$ cat config.mk
export PLATFORM = sky130hd
export DESIGN_NAME = demux2_stage_flat
export DESIGN_NICKNAME = d
export VERILOG_FILES = /design/src/rtl/demux2_stage_if.sv /design/src/rtl/demux2_stage.sv /design/src/flat_wrapper.sv
export SDC_FILE = /design/constraint.sdc
export NUM_CORES = 1
export LEC_CHECK = 0
export BUFFER_PORTS_ARGS = -buffer_cell sky130_fd_sc_hd__buf_2
export CAP_MARGIN = 20
export CELL_PAD_IN_SITES_DETAIL_PLACEMENT = 2
export CELL_PAD_IN_SITES_GLOBAL_PLACEMENT = 2
export CORE_MARGIN = 1
export CORE_UTILIZATION = 28
export CTS_BUF_LIST = sky130_fd_sc_hd__clkbuf_4
export DETAILED_ROUTE_END_ITERATION = 8
export PLACE_DENSITY = 0.83
export SLEW_MARGIN = 5
export SYNTH_ARGS = -nofsm -noshare
export SYNTH_HDL_FRONTEND = slang
export SYNTH_SLANG_ARGS = --single-unit
$ cat constraint.sdc
create_clock -name clk -period 3.7 [get_ports clk]
set_input_delay 0.185 -clock clk [delete_from_list [all_inputs] [get_ports clk]]
set_output_delay 0.185 -clock clk [all_outputs]
set_load 0.005 [all_outputs]
$ cat src/rtl/demux2_stage_if.sv
// Handshake bundle for demux2_stage: one valid/ready input and two valid/ready outputs,
// plus the per-port transfer counters and their clear.
interface demux2_stage_if #(
  parameter int unsigned WIDTH = 64,
  parameter int unsigned CNT_W = 16
);
  logic             in_valid;
  logic             in_ready;
  logic [WIDTH-1:0] in_data;
  logic             in_sel;
  logic             out0_valid;
  logic             out0_ready;
  logic [WIDTH-1:0] out0_data;
  logic             out1_valid;
  logic             out1_ready;
  logic [WIDTH-1:0] out1_data;
  logic             cnt_clr;
  logic [CNT_W-1:0] cnt0;
  logic [CNT_W-1:0] cnt1;

  // Producer / consumers side
  modport master (
    output in_valid, in_data, in_sel, out0_ready, out1_ready, cnt_clr,
    input  in_ready, out0_valid, out0_data, out1_valid, out1_data, cnt0, cnt1
  );

  // Demux side
  modport slave (
    input  in_valid, in_data, in_sel, out0_ready, out1_ready, cnt_clr,
    output in_ready, out0_valid, out0_data, out1_valid, out1_data, cnt0, cnt1
  );
endinterface

$ cat src/rtl/demux2_stage.sv
// Registered 1-to-2 demultiplexer with a single-entry buffer and per-port transfer counters.
// A word pushed at edge N is presented on its selected port from edge N onward; a pop in the
// same cycle as a push lets one word per cycle stream through.
module demux2_stage #(
  parameter int unsigned WIDTH = 64,
  parameter int unsigned CNT_W = 16
) (
  input logic           clk,
  input logic           reset,
  demux2_stage_if.slave bus
);

  typedef enum logic [0:0] {StEmpty, StFull} state_e;

  state_e           r_state;
  state_e           w_state_next;
  logic [WIDTH-1:0] r_data;
  logic             r_sel;
  logic [CNT_W-1:0] r_cnt0;
  logic [CNT_W-1:0] r_cnt1;

  logic w_full;
  logic w_pop0;
  logic w_pop1;
  logic w_pop;
  logic w_push;

  // State register: buffer occupancy
  always_ff @(posedge clk or posedge reset) begin
    if (reset) begin
      r_state <= StEmpty;
    end else begin
      r_state <= w_state_next;
    end
  end

  // Next state: a push always leaves the buffer full; a lone pop empties it
  always_comb begin
    w_state_next = r_state;
    unique case (r_state)
      StEmpty: if (w_push) w_state_next = StFull;
      StFull:  if (w_pop && !w_push) w_state_next = StEmpty;
      default: w_state_next = StEmpty;
    endcase
  end

  // Outputs: valids come from registers only; in_ready also sees this cycle's pop
  always_comb begin
    w_full         = (r_state == StFull);
    bus.out0_valid = w_full & ~r_sel;
    bus.out1_valid = w_full & r_sel;
    bus.out0_data  = r_data;
    bus.out1_data  = r_data;
    // Ready on the port that is not selected never pops
    w_pop0         = bus.out0_valid & bus.out0_ready;
    w_pop1         = bus.out1_valid & bus.out1_ready;
    w_pop          = w_pop0 | w_pop1;
    bus.in_ready   = ~w_full | w_pop;
    w_push         = bus.in_valid & bus.in_ready;
    bus.cnt0       = r_cnt0;
    bus.cnt1       = r_cnt1;
  end

  // Buffer payload: load on push, otherwise hold (including after a pop)
  always_ff @(posedge clk or posedge reset) begin
    if (reset) begin
      r_data <= '0;
      r_sel  <= 1'b0;
    end else if (w_push) begin
      r_data <= bus.in_data;
      r_sel  <= bus.in_sel;
    end
  end

  // Transfer counters: clear wins over a same-cycle pop; increments wrap naturally
  always_ff @(posedge clk or posedge reset) begin
    if (reset) begin
      r_cnt0 <= '0;
      r_cnt1 <= '0;
    end else if (bus.cnt_clr) begin
      r_cnt0 <= '0;
      r_cnt1 <= '0;
    end else begin
      if (w_pop0) r_cnt0 <= r_cnt0 + 1'b1;
      if (w_pop1) r_cnt1 <= r_cnt1 + 1'b1;
    end
  end

endmodule

$ cat src/flat_wrapper.sv
// flat-port wrapper written by rule: the top's interface ports become plain ports
module demux2_stage_flat 
#(
  parameter int unsigned WIDTH = 64,
  parameter int unsigned CNT_W = 16
)
  (clk, reset, bus_in_valid, bus_in_data, bus_in_sel, bus_out0_ready, bus_out1_ready, bus_cnt_clr, bus_in_ready, bus_out0_valid, bus_out0_data, bus_out1_valid, bus_out1_data, bus_cnt0, bus_cnt1);
  demux2_stage_if #(.WIDTH(WIDTH), .CNT_W(CNT_W)) bus_i ();
  input logic clk;
  input logic reset;
  input wire logic [$bits(bus_i.in_valid)-1:0] bus_in_valid;
  input wire logic [$bits(bus_i.in_data)-1:0] bus_in_data;
  input wire logic [$bits(bus_i.in_sel)-1:0] bus_in_sel;
  input wire logic [$bits(bus_i.out0_ready)-1:0] bus_out0_ready;
  input wire logic [$bits(bus_i.out1_ready)-1:0] bus_out1_ready;
  input wire logic [$bits(bus_i.cnt_clr)-1:0] bus_cnt_clr;
  output wire logic [$bits(bus_i.in_ready)-1:0] bus_in_ready;
  output wire logic [$bits(bus_i.out0_valid)-1:0] bus_out0_valid;
  output wire logic [$bits(bus_i.out0_data)-1:0] bus_out0_data;
  output wire logic [$bits(bus_i.out1_valid)-1:0] bus_out1_valid;
  output wire logic [$bits(bus_i.out1_data)-1:0] bus_out1_data;
  output wire logic [$bits(bus_i.cnt0)-1:0] bus_cnt0;
  output wire logic [$bits(bus_i.cnt1)-1:0] bus_cnt1;
  assign bus_i.in_valid = bus_in_valid;
  assign bus_i.in_data = bus_in_data;
  assign bus_i.in_sel = bus_in_sel;
  assign bus_i.out0_ready = bus_out0_ready;
  assign bus_i.out1_ready = bus_out1_ready;
  assign bus_i.cnt_clr = bus_cnt_clr;
  assign bus_in_ready = bus_i.in_ready;
  assign bus_out0_valid = bus_i.out0_valid;
  assign bus_out0_data = bus_i.out0_data;
  assign bus_out1_valid = bus_i.out1_valid;
  assign bus_out1_data = bus_i.out1_data;
  assign bus_cnt0 = bus_i.cnt0;
  assign bus_cnt1 = bus_i.cnt1;
  demux2_stage #(.WIDTH(WIDTH), .CNT_W(CNT_W)) u_core (.clk(clk), .reset(reset), .bus(bus_i));
endmodule
After elaboration in Yosys (flattened, before gate mapping) --
Index checks and enable logic that the tools add are counted.
Word-level totals: register bits after elaboration 98, input bits 71, output and inout bits 163, word-level logic and storage cells 27
Operators by class: add/sub/neg operators 2, muxes and demuxes 7, bitwise logic cells 9, reduce and logical (&&, ||, !) cells 4
Operators by type and width (number):
- $mux W16 | 4
- $add A16 B1 Y16 const B | 2
- $and A1 B1 Y1 | 5
- $reduce_bool A2 Y1 | 2
- $mux W1 | 2
- $not A1 Y1 | 2
- $or A1 B1 Y1 | 2
- $pmux W1 S2 | 1
- $logic_and A1 B1 Y1 | 1
- $logic_not A1 Y1 | 1

Longest topological paths before layout --
Gate-level depths: netlist of the first run.
word-level depth 10, gate-level depth with buffers 7

Least setup slack after synthesis of the first run --
No wires, ideal clock.
kind register to register, from reg u_core.r_sel, to reg u_core.r_cnt0[13], in the netlist u_core.bus.cnt0[13], library setup time 0.078 ns, data arrival time 1.640 ns, path slack 1.982 ns, stages on the path, launching flop included 6, buffers on the path 1, clock period less this slack 1.718 ns, cells stage by stage dfrtp_1 -> buf_2 -> and3b_1 -> nand3_1 -> or4b_2 -> a21oi_1
On the way: cells in the longest elaborated chain, start to end 4
RTL lines:
- from (decl) | line demux2_stage.sv:18 | logic r_sel;
- from (signal assigned) | line demux2_stage.sv:71 | r_sel <= bus.in_sel;
- $not A1 Y1 | line demux2_stage.sv:50 | bus.out0_valid = w_full & ~r_sel;
- $and A1 B1 Y1 | line demux2_stage.sv:50
- $and A1 B1 Y1 | line demux2_stage.sv:55 | w_pop0 = bus.out0_valid & bus.out0_ready;
- $reduce_bool A2 Y1 (no line)
- to (signal assigned) | line demux2_stage.sv:84 | if (w_pop0) r_cnt0 <= r_cnt0 + 1'b1;
- to (decl) | line demux2_stage.sv:19 | logic [CNT_W-1:0] r_cnt0;
Every way passes these cells. A chain may end at the register's enable or synchronous reset.

Final worst setup path of the first run --
from reg u_core.r_sel, to reg u_core.r_data[41], in the netlist u_core.bus.out0_data[41]
On the way: cells in the longest elaborated chain, start to end 6
RTL lines:
- $not A1 Y1 | line demux2_stage.sv:50
- $and A1 B1 Y1 | line demux2_stage.sv:50
- $and A1 B1 Y1 | line demux2_stage.sv:55
- $or A1 B1 Y1 (*) | line demux2_stage.sv:57 | w_pop = w_pop0 | w_pop1;
- $or A1 B1 Y1 (*) | line demux2_stage.sv:58 | bus.in_ready = ~w_full | w_pop;
- $and A1 B1 Y1 (*) | line demux2_stage.sv:59 | w_push = bus.in_valid & bus.in_ready;
- to (signal assigned) | line demux2_stage.sv:70 | r_data <= bus.in_data;
- to (decl) | line demux2_stage.sv:17 | logic [WIDTH-1:0] r_data;
Mark *: on every way between the ends. The rest lies on a longest branch, timed or not.

==> results of run 1 <==
==> metrics by stage <==
step                total power [mW]  util [%]  setup WS, ns  hold slack (ns)
finish                         2.696     39.59         1.515          0.08406
global route                   2.870     39.59         1.405          0.07058
CTS                            2.723     39.57         1.526          0.02855
detailed placement             2.073     34.53         1.558           0.3422
global placement               2.019     34.53         1.676           0.3220
floorplan                      1.845         -        0.9529           0.2934
==> kinds of logic (layout without fill, tap and decap cells) <==
| family | count (synthesis) | in the layout | share of synthesized area (%) |
|---|---|---|---|
| XOR/XNOR | 15 | 15 | 2.859 |
| AND/OR/NAND/NOR | 90 | 90 | 10.92 |
| multiplexers | 74 | 74 | 18.05 |
| adder cells (fa/ha/maj) | 2 | 2 | 0.5444 |
| buffers and inverters | 82 | 322 | 12.20 |
| AO/OA/AOI/OAI | 18 | 18 | 2.069 |
| flip-flops | 98 | 98 | 53.36 |
| other | 0 | 1 | 0 |
==> layer usage <==
metal | part of all wire, % | track usage [%] | wire length [um] | up-vias
met3 | 6.8 | 4.018 | 1006 | 21
met1 | 37 | 18.28 | 5405 | 1892
li1 | - | - | - | 1703
met5 | 0 | 0 | 0 | -
met2 | 55 | 34.57 | 8052 | 151
met4 | 2.0 | 7.798 | 289 | 0
==> state kept, by name (all words and copies together), names as in the netlist <==
register and cells:
u_core.bus.cnt1 16, u_core.r_state 1, u_core.bus.cnt0 16, u_core.r_sel 1, u_core.bus.out0_data 64
==> cells in the final DEF, fill, tap and decap left out, types with 7 or more instances in the layout <==
cell type      instances
nand2_1                9
clkbuf_4              10
nor2_1                25
buf_2                233
o21ai_0                7
xor2_1                 8
dfrtp_1               98
dlygate4sd3_1         67
mux2_2                71
xnor2_1                7
nand3_1               14
a21oi_1                9
==> worst max-delay path, stage by stage, from the launching register on <==
cell     delay, ns
dfrtp_1       0.51
mux2i_1       0.16
nand2_1       0.11
and2_2        0.15
buf_4         0.62
mux2_2        0.43
==> where the power goes <==
part	total [mW]	internal [mW]	switching [mW]
registers	1.37	1.23	0.139
logic	0.754	0.426	0.328
clock network	0.575	0.208	0.366
total	2.70	1.86	0.833
==> how the worst max path moves through the flow <==
stage | endpoint | cells past startpoint | startpoint | slack, ns
detailed placement | u_core.bus.out0_data[59]$_DFFE_PP0P_ | 5 | u_core.r_sel$_DFFE_PP0P_ | 1.56
finish | u_core.bus.out0_data[41]$_DFFE_PP0P_ | 5 | u_core.r_sel$_DFFE_PP0P_ | 1.52
floorplan | u_core.bus.cnt0[0]$_DFFE_PP0P_ | 1 | reset | 0.95
CTS | u_core.bus.out0_data[60]$_DFFE_PP0P_ | 5 | u_core.r_sel$_DFFE_PP0P_ | 1.53
global placement | u_core.bus.out0_data[42]$_DFFE_PP0P_ | 5 | u_core.r_sel$_DFFE_PP0P_ | 1.68
global route | u_core.bus.out0_data[61]$_DFFE_PP0P_ | 5 | u_core.r_sel$_DFFE_PP0P_ | 1.40
==> layout make-up <==
type                       instances  area share [%]
sequential                        98           38.86
timing repair buffer             302           29.34
multi-input combinational        199           25.10
tap                              216           4.282
clock buffer                      10           1.190
clock inverter                     6          0.9120
inverter                           4          0.2776
antenna                            1         0.03965
==> impl_results.md, run 1 <==
* DR WL/cell at 17.65 um
* Area grow syn2layout at 37.33%
* Count leader, synth: dfrtp_1
* Clk sinks at 98
* Worst Path Arrival at 2.52 ns
* Cell Area, Synth at 0.004596 mm^2
* Die Height at 130.1 um
* Power Density at 427.1 mW/mm^2
* CTS H-tree depth at 3
* Die area at 0.01693 mm^2
* Worst min-delay path class: in2reg
* Finished Layout Cells at 836
* Area of the core at 0.01594 mm^2
* Syn Inst Count at 379
* Post-DP Area at 0.005505 mm^2
* Max Clock Skew at 0.02158 ns
* Initial antenna violation count at 1
* CTS tree: built
* Design area at 0.006311 mm^2
* Status: completed
* Avg Cell Area, Syn at 12.13 um^2
* Slew headroom at 42.54%
* Via count at 3767
* First-pass GRT wire length at 22940 um
* Area of the multi-input gates at 0.001584 mm^2
* Hold-critical path endpoint: u_core.r_state$_DFF_PP0_
* # rows at 46
* RD Place Congestion at 0.7780
* Worst-Margin Slew at 0.8619 ns
* Synth Net Count at 452
* Iteration-0 DRC Markers at 66
* Max Slew Vio Count at 0
* Port Buffers at 233
* Post-synthesis async set-or-reset flop share at 100.0%
* Synth warn at 0
* Hold Buf Count CTS at 67
* Root Buffer: clkbuf_4
* Max Cap Viol at 0
* Top-area cell type share of the netlist area at 53.36%
* Data required, critical path at 4.04 ns
* Synth top area cells: dfrtp_1, mux2_2, buf_4, nor2_1, nand3_1
* Crit end category: flip-flop
* GRT Overall Usage at 17.90%
* DRC Markers at 0
* Sequential area share after synthesis at 53.36%
* Die W at 130.1 um
* Vias in the first global route at 4213
* Dpl hpwl at 9931 um
* Crit path max fanout at 65
* Worst reg2reg endpoint: u_core.bus.out0_data[41]$_DFFE_PP0P_
* Largest net degree at the start of global routing at 66
* Register-to-Register Setup Slack at 1.52 ns
* Nets at 687
* DRT Wirelength at 14750 um
* Synthesized flop and latch total at 98
* Fillers at 1711
* Final Hold Fails at 0
* Worst r2r src: u_core.r_sel$_DFFE_PP0P_
* Area leader, netlist: dfrtp_1
* Yosys cell types at 34
* Post-synth EDFFs at 0
* Reg area at 0.002452 mm^2
* Hold Path Origin: bus_out0_ready
* Post-placement cell count at 752
* Unrepaired setup endpoints after global routing: false
* CTS buffer count at 9
* Max Freq at 457.7 MHz
* PostCTS Resize Cnt at 0
* Initial core utilization at 28.83%
* I/O Pins at 234
* Hold path depth at 4
* Vias/cell at 4.506
* Register-to-Register Path Depth at 5
* Final Cycle Share at 59.04%
* Setup CP Type: reg2reg
* Critical path launch point type: flip-flop
* Predominant post-synthesis flop cell: dfrtp_1
* Min Tclk post-route at 2.185 ns
* Lkg Pwr at 3.061 nW
* GR Overflow Total at 0
* Final setup vio count at 0
* Post-CTS Setup Inserts at 0
* TNS Setup at 0 ns
* Clk Latency, worst-skew pair at 0.46 ns
* Maximum clock path buffer count at 2
* Pre-Repair DR Iteration Count at 4
* Share of cells above drive strength 1 at 52.67%
* Top post-synthesis cells by count: dfrtp_1, mux2_2, buf_4
* Routed Antenna Nets at 0
* CTS clk-pin slew, worst paths at 0.14 ns
* Peak supply drop at 0.0001496 V
(Power assumes the default switching activity.)
==> run 2: changes to the inputs <==
- ABC_AREA: not set -> 1
- CORE_UTILIZATION: 28 -> 25
- PLACE_DENSITY: 0.83 -> 0.82
- clock period: 3.7 -> 2.2 ns (I/O delays scaled with it)
==> impl_results.md, run 2 <==
* Clk Latency, worst-skew pair at 0.46 ns
* Post-CTS Setup Inserts at 0
* PostCTS Resize Cnt at 0
* RD Place Congestion at 0.7249
* Finished Layout Cells at 1065
* Worst-Margin Slew at 0.7300 ns
* Maximum clock path buffer count at 2
* DRC Markers at 0
* Die area at 0.01971 mm^2
* I/O Pins at 234
* Largest register FFs at 64
* Hold-critical path endpoint: u_core.bus.cnt1[1]$_DFFE_PP0P_
* Vias/cell at 4.607
* Pre-Repair DR Iteration Count at 4
* Register-to-Register Path Depth at 6
* Nets at 898
* Area of the core at 0.01871 mm^2
* Lkg Pwr at 3.624 nW
* CTS tree: built
* Worst min-delay path class: in2reg
* Worst Path Arrival at 1.90 ns
* Sequential area share after synthesis at 51.23%
* Worst r2r src: u_core.r_state$_DFF_PP0_
* GRT Overall Usage at 19.48%
* Initial core utilization at 25.59%
* Status: completed
* First-pass GRT wire length at 29700 um
* Max Slew Vio Count at 0
* Hold Path Origin: bus_out1_ready
* Max Cap Viol at 0
* Area leader, netlist: dfrtp_1
* Peak supply drop at 0.0004385 V
* Via count at 4906
* Hold WS at 0.06512 ns
* Synthesized flop and latch total at 98
* Predominant post-synthesis flop cell: dfrtp_1
* Unrepaired setup endpoints after global routing: false
* Worst reg2reg endpoint: u_core.bus.out0_data[11]$_DFFE_PP0P_
* Min Tclk post-route at 2.009 ns
* Largest net degree at the start of global routing at 99
* Vias in the first global route at 5407
* Routed Antenna Nets at 0
* Register-to-Register Setup Slack at 0.35 ns
* Die W at 140.4 um
* Hold path depth at 5
* CP peak stage delay at 0.46 ns
* Post-placement cell count at 981
* DR WL/cell at 17.53 um
* Final Cycle Share at 91.30%
* Share of cells above drive strength 1 at 31.20%
* # rows at 50
* Setup CP Type: reg2out
* Count leader, synth: nand2_1
* DRT Wirelength at 18670 um
* Avg Cell Area, Syn at 8.032 um^2
* Post-synth EDFFs at 0
* Clk sinks at 98
* GR Overflow Total at 0
* Initial antenna violation count at 1
* Port Buffers at 233
* Dpl hpwl at 11660 um
* Critical path's slowest cell: dfrtp_1
* Synth warn at 0
* CP Cell Sequence: nand3_1, nand3_2, buf_12, buf_2
* Crit end category: primary output
* Slew headroom at 51.34%
* CTS clk-pin slew, worst paths at 0.15 ns
* Design area at 0.006563 mm^2
* Most frequent cells in the layout: buf_2, nand2_1, dfrtp_1, nand3_1, dlygate4sd3_1
* Max Clock Skew at 0.01397 ns
* Critical path launch point type: flip-flop
* Cell Area, Synth at 0.004787 mm^2
* Root Buffer: clkbuf_4
* Post-synthesis async set-or-reset flop share at 100.0%
* Post-DP Area at 0.005749 mm^2
* Syn Inst Count at 596
* Top-area cell type share of the netlist area at 51.23%
* CTS H-tree depth at 3
* Top post-synthesis cells by count: nand2_1, dfrtp_1, nand3_1
* Synth Net Count at 669
* TNS Setup at 0 ns
* Die Height at 140.4 um
* Yosys cell types at 21
* Final setup vio count at 0
* Area grow syn2layout at 37.09%
* CTS buffer count at 9
* Data required, critical path at 2.09 ns
* Synth top area cells: dfrtp_1, nand2_1, buf_4, nand3_1, nor2_1
* Power Density at 1034 mW/mm^2
* Hold Buf Count CTS at 67
* Iteration-0 DRC Markers at 166
* Max Freq at 497.9 MHz
* Final Hold Fails at 0
* Crit path max fanout at 66
* Final Util at 35.08%
* Commonest non-fill, non-tap cell in the layout: buf_2
-- run 2: cell type report --
cell class,count,area [um^2]
diodes,1,2.502
inverters,39,150.1
fillers,2146,12140
multi-input cells,372,1613
clock buffers,10,75.07
repair buffers,305,1912
clock inverters,6,65.06
flip-flops and latches,98,2452
well taps,234,292.8
-- run 2: cells by family after synthesis --
kind of cell,count (synthesis),share of synthesized area (%)
DFF,98,51.23
and+or+nand+nor,333,28.93
adders and majority gates,2,0.5227
AOI/OAI and AO/OA,36,3.895
buffers and inverters,126,15.24
xor gates and xnor gates,1,0.1830
-- run 2: how the worst max path moves through the flow --
stage                                         from                              endpoint  slack, ns  cells after the start
after floorplan           u_core.r_sel$_DFFE_PP0P_  u_core.bus.out0_data[23]$_DFFE_PP0P_       0.84                      8
after global placement    u_core.r_state$_DFF_PP0_              u_core.r_sel$_DFFE_PP0P_       0.40                      6
after detailed placement  u_core.r_state$_DFF_PP0_              u_core.r_sel$_DFFE_PP0P_       0.40                      6
after CTS                 u_core.r_state$_DFF_PP0_                          bus_in_ready       0.08                      4
after global routing      u_core.r_state$_DFF_PP0_                          bus_in_ready      0.006                      4
final                     u_core.r_state$_DFF_PP0_                          bus_in_ready       0.19                      4
-- run 2: critical path: cells and delay by family, from the launching register on --
kind                   cells  cell delay, ns
buffers and inverters      2            0.46
flip-flops                 1            0.46
AND/OR/NAND/NOR            2            0.49
-- run 2: metrics by stage --
step,worst slack [ns],power [mW]
4_1_cts,0.08187,6.762
6_report,0.1914,6.787
3_3_place_gp,0.4030,5.507
3_5_place_dp,0.3971,5.619
2_1_floorplan,0.8372,4.654
5_1_grt,0.006390,7.274
-- run 2: where the power goes --
| part | switching, mW | leakage (nW) | total (mW) | internal (mW) |
|---|---|---|---|---|
| Sequential | 0.573 | 1.26 | 2.96 | 2.38 |
| Clock | 0.655 | 0.0768 | 1.02 | 0.362 |
| Combinational | 1.58 | 2.29 | 2.81 | 1.23 |
| Total | 2.81 | 3.62 | 6.79 | 3.98 |
-- run 2: metal layers --
| layer | track usage [%] | vias up | part of all wire, % | routed length (um) |
|---|---|---|---|---|
| met3 | 4.513 | 16 | 5.3 | 999 |
| met5 | 0 | - | 0 | 0 |
| met2 | 35.37 | 163 | 51 | 9607 |
| met1 | 22.80 | 2448 | 42 | 7766 |
| met4 | 5.437 | 0 | 1.6 | 300 |
| li1 | - | 2279 | - | - |
